[config.mk]
export PLATFORM = sky130hd
export DESIGN_NAME = alu_share_arb
export DESIGN_NICKNAME = d
export VERILOG_FILES = /design/src/rtl/alu_share_arb.sv
export SDC_FILE = /design/constraint.sdc
export NUM_CORES = 1
export LEC_CHECK = 0
export ABC_CLOCK_PERIOD_IN_PS = 4800
export BUFFER_PORTS_ARGS = -buffer_cell sky130_fd_sc_hd__buf_2
export CAP_MARGIN = 20
export CORE_AREA = 5 5 110 112
export DETAILED_ROUTE_END_ITERATION = 8
export DIE_AREA = 0 0 115 117
export GPL_TIMING_DRIVEN = 0
export HOLD_SLACK_MARGIN = 0.1
export PLACE_DENSITY = 0.72
export SETUP_SLACK_MARGIN = 0.5
export SYNTH_ARGS = -nofsm -noshare
export SYNTH_HDL_FRONTEND = slang
export SYNTH_SLANG_ARGS = --single-unit
[constraint.sdc]
create_clock -name clk_i -period 4.8 [get_ports clk_i]
set_input_delay 1.44 -clock clk_i [delete_from_list [all_inputs] [get_ports clk_i]]
set_output_delay 1.44 -clock clk_i [all_outputs]
set_load 0.1 [all_outputs]
[src/rtl/alu_share_arb.sv]
`default_nettype none
// ============================================================================
// Module   : alu_share_arb
// Purpose  : Shares one external combinational ALU between two requesters.
//            A two-way arbiter picks one pending request at a time, registers
//            its operation (which drives the ALU operand/control outputs),
//            samples the ALU result one cycle later and presents it as a
//            one-cycle response tagged with the requester index.
//
//            Timing per operation:
//              cycle C   : gnt_o one-hot (IDLE or RESP), op captured at edge
//              cycle C+1 : EXEC, ALU evaluates the registered op
//              cycle C+2 : RESP, rsp_vld_o high, response fields valid
//            A new grant may be issued in RESP, giving one op per 2 cycles.
//
// Build option:
//   ALU_ARB_FIXED_PRI_EN  defined   -> requester 0 always wins a tie
//                         undefined -> round-robin on ties (default)
//
// Ports:
//   clk_i          in   1   clock, rising edge
//   rst_i          in   1   synchronous active-high reset
//   req_i          in   2   level requests, bit n = requester n
//   op0_i / op1_i  in   71  {ALU_control[3:0], bonus[2:0], src1[31:0], src2[31:0]}
//   gnt_o          out  2   one-hot single-cycle grant
//   rsp_vld_o      out  1   response strobe
//   rsp_id_o       out  1   requester owning the response
//   rsp_result_o   out  32  captured ALU result
//   rsp_flags_o    out  3   captured {overflow, cout, zero}
//   rsp_err_o      out  1   unsupported ALU_control in the response
//   busy_o         out  1   high while in EXEC or RESP
//   alu_rst_n_o    out  1   active-low ALU reset (~rst_i)
//   alu_src1_o     out  32  ALU operand 1 from op register
//   alu_src2_o     out  32  ALU operand 2 from op register
//   alu_ctrl_o     out  4   ALU_control from op register
//   alu_bonus_o    out  3   bonus_control from op register
//   alu_result_i   in   32  combinational ALU result
//   alu_zero_i     in   1   ALU zero flag
//   alu_cout_i     in   1   ALU carry-out flag
//   alu_ovf_i      in   1   ALU overflow flag
//
// Revision : 1.0  initial release
// ============================================================================

module alu_share_arb (
    input  logic        clk_i,
    input  logic        rst_i,
    input  logic [1:0]  req_i,
    input  logic [70:0] op0_i,
    input  logic [70:0] op1_i,
    output logic [1:0]  gnt_o,
    output logic        rsp_vld_o,
    output logic        rsp_id_o,
    output logic [31:0] rsp_result_o,
    output logic [2:0]  rsp_flags_o,
    output logic        rsp_err_o,
    output logic        busy_o,
    output logic        alu_rst_n_o,
    output logic [31:0] alu_src1_o,
    output logic [31:0] alu_src2_o,
    output logic [3:0]  alu_ctrl_o,
    output logic [2:0]  alu_bonus_o,
    input  logic [31:0] alu_result_i,
    input  logic        alu_zero_i,
    input  logic        alu_cout_i,
    input  logic        alu_ovf_i
);

    // ------------------------------------------------------------------------
    // Constants and op field positions
    // ------------------------------------------------------------------------
    localparam int c_OP_W      = 71;
    localparam int c_CTRL_MSB  = 70;
    localparam int c_CTRL_LSB  = 67;
    localparam int c_BONUS_MSB = 66;
    localparam int c_BONUS_LSB = 64;
    localparam int c_SRC1_MSB  = 63;
    localparam int c_SRC1_LSB  = 32;
    localparam int c_SRC2_MSB  = 31;
    localparam int c_SRC2_LSB  = 0;

    typedef enum logic [1:0] {
        ST_IDLE = 2'd0,
        ST_EXEC = 2'd1,
        ST_RESP = 2'd2
    } state_t;

    // ------------------------------------------------------------------------
    // State
    // ------------------------------------------------------------------------
    state_t              state_q,      state_d;
    logic [c_OP_W-1:0]   op_q,         op_d;
    logic                id_q,         id_d;
    logic                rsp_id_q,     rsp_id_d;
    logic [31:0]         rsp_result_q, rsp_result_d;
    logic [2:0]          rsp_flags_q,  rsp_flags_d;
    logic                rsp_err_q,    rsp_err_d;
`ifndef ALU_ARB_FIXED_PRI_EN
    // Index of the most recent grant; the other requester wins the next tie.
    logic                last_id_q,    last_id_d;
`endif

    logic                w_arb_point;
    logic                w_grant;
    logic                w_win_id;
    logic                w_code_ok;

    // ALU_control codes the shared ALU implements.
    function automatic logic f_code_ok(input logic [3:0] code);
        case (code)
            4'd0, 4'd1, 4'd2, 4'd6, 4'd7, 4'd8, 4'd12, 4'd13: return 1'b1;
            default:                                          return 1'b0;
        endcase
    endfunction

    // ------------------------------------------------------------------------
    // Arbitration
    // ------------------------------------------------------------------------
    // Grants are only considered at the two arbitration points (IDLE, RESP)
    // and never while reset is asserted, so a request raised during EXEC
    // simply waits for RESP.
    assign w_arb_point = ((state_q == ST_IDLE) || (state_q == ST_RESP)) && !rst_i;
    assign w_grant     = w_arb_point && (req_i != 2'b00);

    always_comb begin
        w_win_id = 1'b0;
`ifdef ALU_ARB_FIXED_PRI_EN
        // Requester 1 only wins when requester 0 is not asking.
        w_win_id = !req_i[0];
`else
        case (req_i)
            2'b01:   w_win_id = 1'b0;
            2'b10:   w_win_id = 1'b1;
            2'b11:   w_win_id = !last_id_q;
            default: w_win_id = 1'b0;
        endcase
`endif
    end

    always_comb begin
        gnt_o = 2'b00;
        if (w_grant) begin
            gnt_o = w_win_id ? 2'b10 : 2'b01;
        end
    end

    // ------------------------------------------------------------------------
    // Next-state and datapath
    // ------------------------------------------------------------------------
    always_comb begin
        state_d = state_q;
        case (state_q)
            ST_IDLE: if (w_grant) state_d = ST_EXEC;
            ST_EXEC: state_d = ST_RESP;
            ST_RESP: state_d = w_grant ? ST_EXEC : ST_IDLE;
            default: state_d = ST_IDLE;
        endcase
    end

    always_comb begin
        op_d = op_q;
        id_d = id_q;
        if (w_grant) begin
            op_d = w_win_id ? op1_i : op0_i;
            id_d = w_win_id;
        end
    end

`ifndef ALU_ARB_FIXED_PRI_EN
    always_comb begin
        last_id_d = last_id_q;
        if (w_grant) begin
            last_id_d = w_win_id;
        end
    end
`endif

    // The ALU is combinational on the op register, so its outputs are valid
    // throughout EXEC and are sampled on the edge that leaves EXEC. An
    // unsupported code masks whatever the ALU produced.
    assign w_code_ok = f_code_ok(op_q[c_CTRL_MSB:c_CTRL_LSB]);

    always_comb begin
        rsp_id_d     = rsp_id_q;
        rsp_result_d = rsp_result_q;
        rsp_flags_d  = rsp_flags_q;
        rsp_err_d    = rsp_err_q;
        if (state_q == ST_EXEC) begin
            rsp_id_d     = id_q;
            rsp_result_d = w_code_ok ? alu_result_i : 32'd0;
            rsp_flags_d  = w_code_ok ? {alu_ovf_i, alu_cout_i, alu_zero_i} : 3'b000;
            rsp_err_d    = !w_code_ok;
        end
    end

    // ------------------------------------------------------------------------
    // Registers
    // ------------------------------------------------------------------------
    always_ff @(posedge clk_i) begin
        if (rst_i) begin
            state_q      <= ST_IDLE;
            op_q         <= '0;
            id_q         <= 1'b0;
            rsp_id_q     <= 1'b0;
            rsp_result_q <= 32'd0;
            rsp_flags_q  <= 3'b000;
            rsp_err_q    <= 1'b0;
        end else begin
            state_q      <= state_d;
            op_q         <= op_d;
            id_q         <= id_d;
            rsp_id_q     <= rsp_id_d;
            rsp_result_q <= rsp_result_d;
            rsp_flags_q  <= rsp_flags_d;
            rsp_err_q    <= rsp_err_d;
        end
    end

`ifndef ALU_ARB_FIXED_PRI_EN
    // Reset to 1 so that requester 0 wins the first tie.
    always_ff @(posedge clk_i) begin
        if (rst_i) begin
            last_id_q <= 1'b1;
        end else begin
            last_id_q <= last_id_d;
        end
    end
`endif

    // ------------------------------------------------------------------------
    // Outputs
    // ------------------------------------------------------------------------
    assign rsp_vld_o    = (state_q == ST_RESP);
    assign busy_o       = (state_q == ST_EXEC) || (state_q == ST_RESP);
    assign rsp_id_o     = rsp_id_q;
    assign rsp_result_o = rsp_result_q;
    assign rsp_flags_o  = rsp_flags_q;
    assign rsp_err_o    = rsp_err_q;

    assign alu_rst_n_o  = !rst_i;
    assign alu_ctrl_o   = op_q[c_CTRL_MSB:c_CTRL_LSB];
    assign alu_bonus_o  = op_q[c_BONUS_MSB:c_BONUS_LSB];
    assign alu_src1_o   = op_q[c_SRC1_MSB:c_SRC1_LSB];
    assign alu_src2_o   = op_q[c_SRC2_MSB:c_SRC2_LSB];

endmodule

`default_nettype wire

; ---- Word level (Yosys, flattened, before mapping)
; Memory sizes are Yosys's and may differ from the RTL's. A register that Yosys moved wholly into a read port is not among the register bits.
; Index checks and enable logic that the tools add are counted.
[totals]
reg_bits = 112
mem_bits_ro = 16
out_inout_bits = 113
wordCells = 34
n_memories = 1
[op_classes]
eq_ne = 5
muxes = 11
reduce_logical = 9
[mem_list]
columns = name, depth, width, rd, rd_ports_with_merged_regs, write_ports, line
row1 = (name not given), 16, 1, 1, 1, 0, 110  ; case (code)
[op_table]
columns = cell, count
row1 = 71-bit two-way mux, 1
row2 = 32-bit two-way mux, 1
row3 = 4-bit two-way mux, 2
row4 = 2-bit == test (second input constant), 3
row5 = 2-bit two-way mux, 3
row6 = 2-bit case mux with 3 select lines, 1
row7 = 1-bit logical NOT, 3
row8 = 3-bit two-way mux, 1
row9 = 2-bit by 1-bit == test with 1-bit output (second input constant), 1
row10 = 1-bit logical AND, 2
row11 = 2-bit logical NOT, 1
row12 = 1-bit logical OR, 2
row13 = 2-bit != test (second input constant), 1
row14 = 1-bit case mux with 2 select lines, 1
row15 = 2-bit nonzero test, 1
row16 = 1-bit two-way mux, 1

; ---- Longest topological paths before layout
[depth]
depth_word = 6
depth_mapped = 9

; ---- Worst setup path before layout
; OpenSTA, ideal clock, no wires.
[synth_path]
path_kind = input-to-output
startpoint = input rst_i
endpoint = output gnt_o[1]
arrival_ns = 3.147
required_ns = 3.360
path_slack_ns = 0.213
path_stages = 5
path_buffers = 3
cell_sequence = buf_4 -> o21ba_1 -> and3_1 -> buf_2 -> buf_1
[synth_between]
elab_chain_len = 4
[synth_lines]
columns = element, line
row1 = from (decl), 47  ; input logic rst_i,
row2 = 1-bit logical NOT, 122  ; assign w_arb_point = ((state_q == ST_IDLE) || (state_q == ST_RESP)) && !rst_i;
row3 = 1-bit logical AND, 122
row4 = 1-bit logical AND, 123  ; assign w_grant = w_arb_point && (req_i != 2'b00);
row5 = 2-bit two-way mux, 142  ; if (w_grant) begin
row6 = to (decl), 51  ; output logic [1:0] gnt_o,
; Every way passes these cells.

; ---- Worst setup path after layout
; Same ends and word-level chain as after synthesis.

==> impl_metrics.prom <==
# TYPE chip_impl_metric gauge
chip_impl_metric{name="gp_congestion",unit=""} 0.8971
chip_impl_metric{name="place_ws",unit="ns"} 0.2747
chip_impl_metric{name="buffer_ports.inserted",unit=""} 292
chip_impl_info{name="r2r-start",value="state_q[0]$_SDFFE_PP0P_"} 1
chip_impl_info{name="synth_most_common_cell",value="dfxtp_1"} 1
chip_impl_metric{name="met2_length",unit="mm"} 7.936
chip_impl_metric{name="hold_violations",unit=""} 0
chip_impl_metric{name="finalSetupTns",unit="ns"} 0
chip_impl_info{name="topRoutingLayerUsed",value="met4"} 1
chip_impl_metric{name="clk_pin_slew_worst_paths",unit="ns"} 0.05
chip_impl_info{name="sort_of_element_at_the_end_of_the_critical_path",value="output port"} 1
chip_impl_metric{name="worst_slew_pin_slew",unit="ns"} 0.7088
chip_impl_metric{name="post_synth.cell_area_avg",unit="um2"} 9.565
chip_impl_metric{name="clkSinkCount",unit=""} 113
chip_impl_metric{name="p_leak",unit="nW"} 3.194
chip_impl_info{name="criticalPathCategory",value="input port to output port"} 1
chip_impl_metric{name="fmaxAchievable",unit="MHz"} 238.1
chip_impl_metric{name="grt_usage",unit="%"} 21.56
chip_impl_metric{name="initial_core_utilization",unit="%"} 37.48
chip_impl_info{name="timing.hold.worst.start",value="rsp_err_o$_SDFFE_PP0N_"} 1
chip_impl_metric{name="hold_depth",unit=""} 2
chip_impl_info{name="min_path_type",value="flop to flop"} 1
chip_impl_info{name="cts.root.buffer_cell",value="clkbuf_16"} 1
chip_impl_metric{name="drtIter0Drc",unit=""} 516
chip_impl_metric{name="synth_enable_flop_cells",unit=""} 0
chip_impl_metric{name="core-area",unit="um2"} 11130
chip_impl_metric{name="cap_viol_max_count",unit=""} 0
chip_impl_metric{name="clock-skew-final",unit="ns"} 0.01411
chip_impl_metric{name="postSynthRegisterBits",unit=""} 113
chip_impl_metric{name="routed_antenna_nets",unit=""} 0
chip_impl_metric{name="avgViaCountPerCell",unit=""} 5.295
chip_impl_metric{name="final.period_utilization",unit="%"} 87.50
chip_impl_metric{name="layout.nets",unit=""} 933
chip_impl_metric{name="crit_fanout",unit=""} 10
chip_impl_metric{name="antenna_found_initial",unit=""} 0
chip_impl_metric{name="die_h",unit="um"} 117
chip_impl_metric{name="depth_of_the_worst_register_to_register_path",unit=""} 9
chip_impl_metric{name="met3_wirelength",unit="mm"} 1.718
chip_impl_metric{name="ir_worst_vdd",unit="mV"} 0.2249
chip_impl_metric{name="die_width",unit="um"} 115
chip_impl_metric{name="post_dp_cell_area",unit="um2"} 5819
chip_impl_info{name="worstSetupStartpointType",value="input port"} 1
chip_impl_metric{name="skew_pair_late_insertion_delay",unit="ns"} 0.40
chip_impl_metric{name="yosysWarnings",unit=""} 0
chip_impl_metric{name="timing.final.max_slew_violations",unit=""} 0
chip_impl_metric{name="cts_buffer_depth",unit=""} 2
chip_impl_metric{name="power.density_cell_area",unit="nW/um2"} 497.7
chip_impl_metric{name="met1Wirelength",unit="mm"} 5.882
chip_impl_metric{name="regToRegSetupSlack",unit="ns"} 2.29
chip_impl_metric{name="first_global_vias",unit=""} 4616
chip_impl_info{name="timing.critical_path.from",value="rst_i"} 1
chip_impl_metric{name="drt-pass1-iter-count",unit=""} 9
chip_impl_info{name="cts_tree",value="done"} 1
chip_impl_metric{name="drcViolationCount",unit=""} 0
chip_impl_metric{name="routed-via-count",unit=""} 4776
chip_impl_metric{name="final_design_area_no_fill",unit="um2"} 6385
chip_impl_metric{name="critical_path_arrival",unit="ns"} 2.76
chip_impl_metric{name="post_synth_inst_count",unit=""} 436
chip_impl_info{name="ys_top_cells_by_count",value="dfxtp_1, nor2_1, a222oi_1"} 1
chip_impl_metric{name="n_antenna_cell",unit=""} 0
chip_impl_metric{name="setup_slack",unit="ns"} 0.6002
chip_impl_metric{name="setup_violations",unit=""} 0
chip_impl_metric{name="number_of_cts_inserted_buffers",unit=""} 17
chip_impl_metric{name="synthToLayoutAreaGrowth",unit="%"} 53.11
chip_impl_metric{name="grt.overflow.total",unit=""} 0
chip_impl_metric{name="max-slew-margin-rel",unit="%"} 52.75
chip_impl_info{name="synth_largest_area_cell",value="dfxtp_1"} 1
chip_impl_metric{name="min_period",unit="ns"} 4.200
chip_impl_metric{name="synth_top_area_share",unit="%"} 54.25
chip_impl_metric{name="grt_pass1_wl",unit="mm"} 22.74
chip_impl_metric{name="totalWireLength",unit="mm"} 15.71
chip_impl_metric{name="synth.lib_cells_used.distinct",unit=""} 25
chip_impl_info{name="netlist_top_cells_area",value="dfxtp_1, a222oi_1, nor2_1, nor2b_1, a21oi_1"} 1
chip_impl_metric{name="post_drt_wl_per_cell",unit="um"} 17.42
chip_impl_metric{name="netlist_area",unit="um2"} 4170
chip_impl_metric{name="post-cts-setup-buffer-count",unit=""} 0
chip_impl_metric{name="synth.net_count",unit=""} 622
chip_impl_metric{name="cts_hold_repair.buffers",unit=""} 0
chip_impl_metric{name="grt_start_max_net_pins",unit=""} 17
chip_impl_info{name="predominant_post_synthesis_flop_cell",value="dfxtp_1"} 1
chip_impl_metric{name="asyncSetResetFlopFracSynth",unit="%"} 0
chip_impl_metric{name="required",unit="ns"} 3.36
chip_impl_metric{name="rows",unit=""} 39
chip_impl_metric{name="h-tree-depth",unit=""} 4
chip_impl_metric{name="hpwl",unit="mm"} 12.20
chip_impl_info{name="run_status",value="finished, final reports clean"} 1
chip_impl_metric{name="synth-seq-area-share",unit="%"} 54.25
chip_impl_metric{name="design.die.area",unit="um2"} 13460
chip_impl_metric{name="drive_gt1_share",unit="%"} 43.48
chip_impl_info{name="unrepaired_setup_endpoints_after_global_routing",value="no"} 1
chip_impl_metric{name="ioPinCount",unit=""} 294
[area by class of cell]
cell class | instances | area [um2]
fillers | 1006 | 4741
flip-flops and latches | 113 | 2262
multi-input cells | 275 | 1713
repair buffers | 292 | 1470
clock buffers | 19 | 442.9
plain buffers | 45 | 188.9
well taps | 143 | 178.9
clock inverters | 12 | 117.6
inverters | 3 | 11.26
[worst paths after layout]
| check | end |
|---|---|
| min | rsp_err_o$_SDFFE_PP0N_ |
| max reg2reg | state_q[0]$_SDFFE_PP0P_ |
| max | gnt_o[1] |
| min reg2reg | rsp_err_o$_SDFFE_PP0N_ |
[sequential cells by signal (all words and copies together) (netlist names)]
name / flops
w_code_ok: 1
rsp_id_o: 1
rsp_err_o: 1
op_q: 71
id_q: 1
rsp_flags_o: 3
rsp_result_o: 32
last_id_q: 1
state_q: 2
[worst max-delay path: stages]
cell and delay, ns:
buf_4 0.14, o21ba_1 0.25, and3_1 0.18, buf_2 0.24, clkbuf_4 0.26, buf_6 0.24
[logic make-up (layout without fill, tap and decap cells)]
group	Yosys count	count (layout)	synth area share, %
AO/OA/AOI/OAI	113	113	22.53
multiplexers	2	2	0.4801
adder cells (fa/ha/maj)	5	5	1.500
buffers and inverters	48	371	4.680
AND/OR/NAND/NOR	155	155	16.56
flip-flops	113	113	54.25
[layout by cell type (no fill, tap or decap), types with 2 or more instances in the layout]
cell type	Yosys	final
buf_6	1	2
and3_1	2	2
buf_2	3	293
nor2_1	111	111
clkinv_2	0	7
dfxtp_1	113	113
clkbuf_16	0	17
clkbuf_4	0	2
a21oi_1	35	35
mux2i_1	2	2
ha_1	5	5
a222oi_1	71	71
buf_1	6	5
nand2_1	2	2
nor2b_1	35	35
bufinv_16	0	2
a211oi_1	2	2
clkbuf_1	34	34
nor3_1	2	2
inv_1	3	3
clkinvlp_4	0	3
[through the flow]
stage | instances | hold WS, ns | util [%] | total power [mW]
finish | 902 | 0.4837 | 57.39 | 3.178
global route | 902 | 0.5117 | 57.39 | 3.296
CTS | 902 | 0.4868 | 57.34 | 3.203
detailed placement | 871 | 0.4734 | 52.31 | 2.009
global placement | 871 | 0.4662 | 52.31 | 1.993
floorplan | 436 | 0.4500 | - | 1.792
[timing repair]
| action | 4_1_cts | 5_1_grt |
|---|---|---|
| gates resized for setup | 4 | 2 |
| pin swaps | 0 | 0 |
| hold endpoints to repair | 0 | 0 |
| setup endpoints to repair | 1 | 2 |
[report_power, final]
group | internal (mW) | switching (mW)
sequential | 1.01 | 0.0392
clock | 0.766 | 0.420
combinational | 0.201 | 0.738
[routing by layer]
| metal | global-route usage (%) | vias to the layer above |
|---|---|---|
| met2 | 38.27 | 274 |
| met5 | 0 | - |
| met3 | 7.301 | 14 |
| met4 | 7.746 | 0 |
| met1 | 24.08 | 2241 |
| li1 | - | 2247 |
Power figures use the tool's default switching activity.
